===== src/rtl/cpu_sequencer.sv =====
// cpu_sequencer: instruction-cycle sequencer for the VeriRisc core.
// An 8-phase counter walks every instruction through fetch, decode and
// execute. Each phase, together with the opcode and the accumulator-zero
// flag, is decoded into the control strobes for PC, IR, accumulator, memory
// and the data-bus driver. A HLT seen in the operand-address phase freezes
// the sequencer until reset.
module cpu_sequencer (
  input  logic       clk,
  input  logic       rst,
  input  logic [2:0] opcode,
  input  logic       zero,
  output logic       sel,
  output logic       rd,
  output logic       ld_ir,
  output logic       inc_pc,
  output logic       ld_pc,
  output logic       ld_ac,
  output logic       wr,
  output logic       data_e,
  output logic       halt,
  output logic [2:0] phase
);

  // Phase encodings
  localparam logic [2:0] PH_INST_ADDR  = 3'd0;
  localparam logic [2:0] PH_INST_FETCH = 3'd1;
  localparam logic [2:0] PH_INST_LOAD  = 3'd2;
  localparam logic [2:0] PH_IDLE       = 3'd3;
  localparam logic [2:0] PH_OP_ADDR    = 3'd4;
  localparam logic [2:0] PH_OP_FETCH   = 3'd5;
  localparam logic [2:0] PH_ALU_OP     = 3'd6;
  localparam logic [2:0] PH_STORE      = 3'd7;

  // Opcode encodings
  localparam logic [2:0] OP_HLT = 3'd0;
  localparam logic [2:0] OP_SKZ = 3'd1;
  localparam logic [2:0] OP_ADD = 3'd2;
  localparam logic [2:0] OP_AND = 3'd3;
  localparam logic [2:0] OP_XOR = 3'd4;
  localparam logic [2:0] OP_LDA = 3'd5;
  localparam logic [2:0] OP_STO = 3'd6;
  localparam logic [2:0] OP_JMP = 3'd7;

  logic [2:0] phase_q, phase_d;
  logic       halted_q, halted_d;
  logic       halt_now;
  logic       alu_op;
  logic       is_hlt, is_skz, is_sto, is_jmp;

  // Opcode classification shared by the strobe decode
  always_comb begin
    is_hlt = (opcode == OP_HLT);
    is_skz = (opcode == OP_SKZ);
    is_sto = (opcode == OP_STO);
    is_jmp = (opcode == OP_JMP);
    alu_op = (opcode == OP_ADD) || (opcode == OP_AND) ||
             (opcode == OP_XOR) || (opcode == OP_LDA);
  end

  // Next-state: advance the phase unless halted or about to halt
  always_comb begin
    halt_now = !halted_q && (phase_q == PH_OP_ADDR) && is_hlt;
    halted_d = halted_q || halt_now;
    // Freezing on the halting edge keeps the counter parked at phase 4.
    phase_d  = (halted_q || halt_now) ? phase_q : phase_q + 3'd1;
  end

  // State registers with asynchronous reset
  // NOTE: sequential state uses non-blocking assignments so every flop
  // samples the pre-edge values regardless of statement order.
  always_ff @(posedge clk or posedge rst) begin
    if (rst) begin
      phase_q  <= PH_INST_ADDR;
      halted_q <= 1'b0;
    end else begin
      phase_q  <= phase_d;
      halted_q <= halted_d;
    end
  end

  // Control-strobe decode from phase, halted flag, opcode and zero
  // NOTE: every output gets a default first so no path through the case
  // leaves a strobe unassigned, which would otherwise infer a latch.
  always_comb begin
    sel    = 1'b0;
    rd     = 1'b0;
    ld_ir  = 1'b0;
    inc_pc = 1'b0;
    ld_pc  = 1'b0;
    ld_ac  = 1'b0;
    wr     = 1'b0;
    data_e = 1'b0;
    halt   = 1'b0;
    if (halted_q) begin
      halt = 1'b1;
    end else begin
      case (phase_q)
        PH_INST_ADDR: begin
          sel = 1'b1;
        end
        PH_INST_FETCH: begin
          sel = 1'b1;
          rd  = 1'b1;
        end
        PH_INST_LOAD, PH_IDLE: begin
          sel   = 1'b1;
          rd    = 1'b1;
          ld_ir = 1'b1;
        end
        PH_OP_ADDR: begin
          inc_pc = !is_hlt;
          halt   = is_hlt;
        end
        PH_OP_FETCH: begin
          rd = alu_op;
        end
        PH_ALU_OP: begin
          rd     = alu_op;
          inc_pc = is_skz && zero;
          ld_pc  = is_jmp;
          data_e = is_sto;
        end
        PH_STORE: begin
          rd     = alu_op;
          ld_ac  = alu_op;
          ld_pc  = is_jmp;
          inc_pc = is_jmp;
          wr     = is_sto;
          data_e = is_sto;
        end
        default: ;
      endcase
    end
  end

  assign phase = phase_q;

endmodule


===== config.mk =====
export PLATFORM = sky130hd
export DESIGN_NAME = cpu_sequencer
export DESIGN_NICKNAME = d
export VERILOG_FILES = /design/src/rtl/cpu_sequencer.sv
export SDC_FILE = /design/constraint.sdc
export NUM_CORES = 1
export LEC_CHECK = 0
export BUFFER_PORTS_ARGS = -buffer_cell sky130_fd_sc_hd__buf_2
export CORE_AREA = 2 2 39 41
export DETAILED_ROUTE_END_ITERATION = 12
export DIE_AREA = 0 0 41 43
export GPL_TIMING_DRIVEN = 0
export SETUP_SLACK_MARGIN = 0.5
export SLEW_MARGIN = 10
export SYNTH_ARGS = -nofsm -noshare
export SYNTH_HDL_FRONTEND = slang
export SYNTH_SLANG_ARGS = --single-unit

===== constraint.sdc =====
create_clock -name clk -period 2 [get_ports clk]
set_input_delay 0.3 -clock clk [delete_from_list [all_inputs] [get_ports clk]]
set_output_delay 0.3 -clock clk [all_outputs]
set_load 0.01 [all_outputs]

# After elaboration in Yosys (flattened, before gate mapping)
# Cells that the tools add are included.
# W data, S select, Z words.
[op_classes]
n_addsub = 1
eq_ne = 14
n_mux = 18
n_reduce_logical = 16
[ops]
columns = ["cell", "count"]
rows = [
  ["$eq A3 B3 Y1 const B", 8],
  ["$mux W1", 16],
  ["$eq A3 B2 Y1 const B", 4],
  ["$eq A3 B1 Y1 const B", 2],
  ["$logic_not A3 Y1", 2],
  ["$reduce_or A3 Y1", 2],
  ["$logic_or A1 B1 Y1", 4],
  ["$reduce_or A2 Y1", 2],
  ["$reduce_or A4 Y1", 1],
  ["$add A3 B1 Y3 const B", 1],
  ["$logic_and A1 B1 Y1", 3],
  ["$pmux W1 S3", 1],
  ["$logic_not A1 Y1", 2],
  ["$pmux W1 S2", 1],
]
[word_totals]
register_bits = 4
inputBits = 6
output_inout_bits = 12
wordCells = 51

# Longest topological paths before layout
[logic_depth]
depth_word = 6
depth_mapped = 5
ltp_nobuf = 5

# Worst setup path before layout
# Ideal clock, no wire load.
[synth_timing]
path_type = "register to output"
startpoint = "register phase_q[0], in the netlist phase[0]"
endpoint = "output inc_pc"
t_arrival_ps = 1517
required_ps = 1700
slack_ps = 183
stages_incl_launch_ff = 6
n_path_buf = 0
path_cell_list = "dfrtp_1 > inv_1 > ha_1 > nand4_1 > o31a_1 > a2111oi_2"
[synth_via]
elab_chain_len = 3
elab_cells_between_ends = 5
[synth_rtl]
columns = ["element", "line", "rtl"]
rows = [
  ["from (decl)", "44", "logic [2:0] phase_q, phase_d;"],
  ["from (signal assigned)", "76", "phase_q <= phase_d;"],
  ["$eq A3 B3 Y1", "97", "case (phase_q)"],
  ["$pmux W1 S3 *", "97", ""],
  ["$mux W1 *", "94", "if (halted_q) begin"],
  ["to (decl)", "15", "output logic inc_pc,"],
]
# Mark *: on every way between the ends. The rest lies on a longest branch, timed or not.

# Worst setup path after layout
[layout_timing]
startpoint = "register phase_q[1], in the netlist phase[1]"
endpoint = "output inc_pc"
# Same word-level chain as after synthesis.

==> implementation parameters <==
Parameter                              Value

Status
  Status    complete, but fails checks
  Violated checks    negative setup slack

Global routing
  Met3 track demand over resource in global routing    0.0157
  Most used routing layer    met2
  GR Overflow Total    0
  Pin count of the biggest net entering global routing    8
  First-pass GRT wire length    ~1900 um
  Antenna violations before repair    0
  Via count of the first global-routing pass    430
  Total routing resource utilization after global routing    0.162
  Met2 Usage GRT    0.288
  Met1 track utilization from global routing    0.186

Timing
  Setup total negative slack    -0.0572 ns
  RSZ-0062 raised after global routing    true
  Final-report max-slew violation count    0
  Worst-case clock skew    just over 0.007 ns
  Peak Freq    roughly 490 MHz
  Worst slew margin relative to its limit    0.713
  Hold Violations, Final    0
  Minimum period implied by the final worst setup slack    around 2 ns
  Post-route clock period utilization    1.03
  Final setup fails    1
  Worst setup slack after layout    -0.0572 ns
  Transition time of the tightest slew-check pin    0.427 ns

Power
  Internal portion of total power    663 uW
  Share of power burned in registers    0.161
  Proportion of power drawn by the clock network    0.094
  Power density relative to cell area    roughly 1600 nW/um2
  VDD IR max    roughly 0.70 mV
  Total power consumption of the routed design    1170 uW
  Switching Power    just over 500 uW
  Sw Share    0.433
  Combinational power share    0.745
  Leak pwr    around 0.00033 uW

Placement
  Number of instances in the placed design    76
  DP Area    about 530 um2
  Routability congestion estimate from global placement    about 0.72
  Dpl hpwl    672 um
  Number of I/O port buffers    17

Synthesis
  Cell area after synthesis    ~380 um2
  Net count after synthesis    between 50 and 60
  Async set-reset flop share out of synthesis    1.00
  Post-synthesis register bit count    4
  Main flop type after synthesis    dfrtp_1
  Area fraction of the dominant cell type after synthesis    0.263
  Warnings from Yosys    0
  Number of flops mapped to enable cells by yosys    0
  Mean instance size in the synthesized netlist    roughly 9 um2
  Sequential cell area fraction in the yosys report    0.263
  Synth top area cells    dfrtp_1, ha_1, inv_1, a21oi_1, a2111oi_2
  Library cell with the largest summed area after synthesis    dfrtp_1
  Synth unique cells    23
  Syn Inst Count    43

Setup path
  WP data arrival    around 1.8 ns
  Path depth of the worst reg2reg path    7
  Worst-path maximum fanout    4
  Critical path data required time    roughly 1.7 ns
  Crit. End Element    output port
  Startpoint kind of the worst setup timing path    flop
  Worst Path Class, Setup    reg2out

Clock network
  Clock transition time at the flip-flop clock pins of the worst setup and hold paths    roughly 0.040 ns
  Num CTS Buffers    3
  Longest Clk Path Bufs    2
  Root Driver    clkbuf_4
  Source-to-sink clock delay at the later pin of the worst-skew pair    between 0.2 and 0.25 ns
  H-tree depth    1
  TritonCTS clock tree    built
  Total clock sinks    4

Floorplan
  Die area    around 1800 um2
  Die Ht    43 um
  FP Rows    14
  Overall die width    between 40 and 50 um
  Core Footprint    1380 um2
  Initial cell density of the core    0.275
  I/O pin count    18

Finish
  Area growth from synthesis to final layout    88.2%
  Non-filler instance count after layout    94
  Fraction of final layout cells with drive strength greater than 1    0.603
  Post-layout nets    between 90 and 100
  Diode insertion count for antenna repair    0
  Number of filler instances in the final layout    between 100 and 150
  Finished layout cell area    approximately 700 um2

Drt
  DRT Pass-1 Iters    4
  DRC violations left    0
  Initial DRC Count    7
  Number of antenna-violating nets in the routed design    0
  Aggregate routed wire length    around 1200 um
  Wire per inst    between 10 and 15 um
  DR vias    around 460
  Vias/cell    about 4.9

Job
  Max cap viols    0

Hold path
  Hold Path Class    in2async
==> cell usage after synthesis, types with 2 or more instances <==
| master | number |
|---|---|
| a21oi_1 | 3 |
| dfrtp_1 | 4 |
| ha_1 | 6 |
| inv_1 | 6 |
| nand2_1 | 2 |
| nor2_1 | 4 |
| nor3_1 | 2 |
==> registers in the layout, indices dropped and copies added, names as in the netlist <==
name / count
halted_q: 1
phase: 3
==> area by class of cell <==
cell class / instances / area, um2 / share of cell area
Timing Repair Buffer: 31 / 213 / 0.297
Tap cell: 16 / 20.0 / 0.0280
Sequential cell: 4 / 104 / 0.145
Multi-Input combinational cell: 33 / 328 / 0.458
Clock buffer: 4 / 26.3 / 0.0367
Inverter: 6 / 25.0 / 0.0350
==> logic make-up (layout without fill, tap and decap cells) <==
family,Yosys count,count (layout),synth area share
buffers and inverters,6,41,0.0592
XOR/XNOR,2,2,0.0461
AO/OA/AOI/OAI,10,10,0.217
adder cells (fa/ha/maj),6,6,0.197
multiplexers,1,1,0.0296
AND/OR/NAND/NOR,14,14,0.188
flip-flops,4,4,0.263
==> routing by layer <==
metal	part of all wire	up-vias
met3	0.055	0
li1	-	225
met4	0	0
met5	0	-
met1	0.39	216
met2	0.56	15
==> placed cells by master (no fill, tap or decap), types with 2 or more instances in the layout <==
cell type | synthesis | routed
a21oi_1 | 3 | 2
dfrtp_2 | 0 | 3
ha_4 | 0 | 3
buf_6 | 0 | 2
clkbuf_4 | 0 | 3
buf_4 | 0 | 10
ha_1 | 6 | 2
inv_1 | 6 | 4
nor3_1 | 2 | 2
nand2_1 | 2 | 2
nor2_1 | 4 | 4
buf_2 | 0 | 17
==> repair_timing <==
item	4_1_cts	5_1_grt
resized for setup	7	3
pin swaps	4	1
setup buffers	13	0
endpoints found under the setup margin	9	12
endpoints found under the hold margin	4	0
hold buffers	1	0
==> critical path, stage by stage, from the launching register on <==
cell       delay [ns]
dfrtp_2          0.44
buf_4            0.15
inv_4            0.07
ha_4             0.15
a32o_1           0.13
nand2_1          0.08
a2111oi_4        0.33
buf_2            0.18
==> power by group through the flow <==
stage	Combinational, uW	Clock [uW]	Sequential (uW)
floorplan	346	0	218
global placement	495	0	222
detailed placement	493	0	223
CTS	811	116	185
global route	948	121	195
finish	872	110	188
==> path summary, 6_finish.rpt <==
kind,start,end,slack [ns]
worst max-delay path,phase[1]$_DFFE_PP0N_,inc_pc,-0.06
worst min-delay path,rst,phase[0]$_DFFE_PP0N_,0.48
worst max register to register,phase[1]$_DFFE_PP0N_,phase[1]$_DFFE_PP0N_,0.42
worst min register to register,halted_q$_DFF_PP0_,phase[2]$_DFFE_PP0N_,0.67
max in group asynchronous,rst,phase[2]$_DFFE_PP0N_,1.36
min in group clk,halted_q$_DFF_PP0_,phase[2]$_DFFE_PP0N_,0.67
==> through the flow <==
step | utilization | hold slack, ns | setup slack [ns]
6_report | 0.517 | 0.479 | -0.0572
3_5_place_dp | 0.382 | 0.182 | 0.137
3_3_place_gp | 0.382 | 0.184 | 0.146
2_1_floorplan | - | 0.0660 | 0.303
5_1_grt | 0.517 | 0.502 | -0.135
4_1_cts | 0.508 | 0.475 | -0.0462
Note: power is estimated with default switching activity, not from simulation.
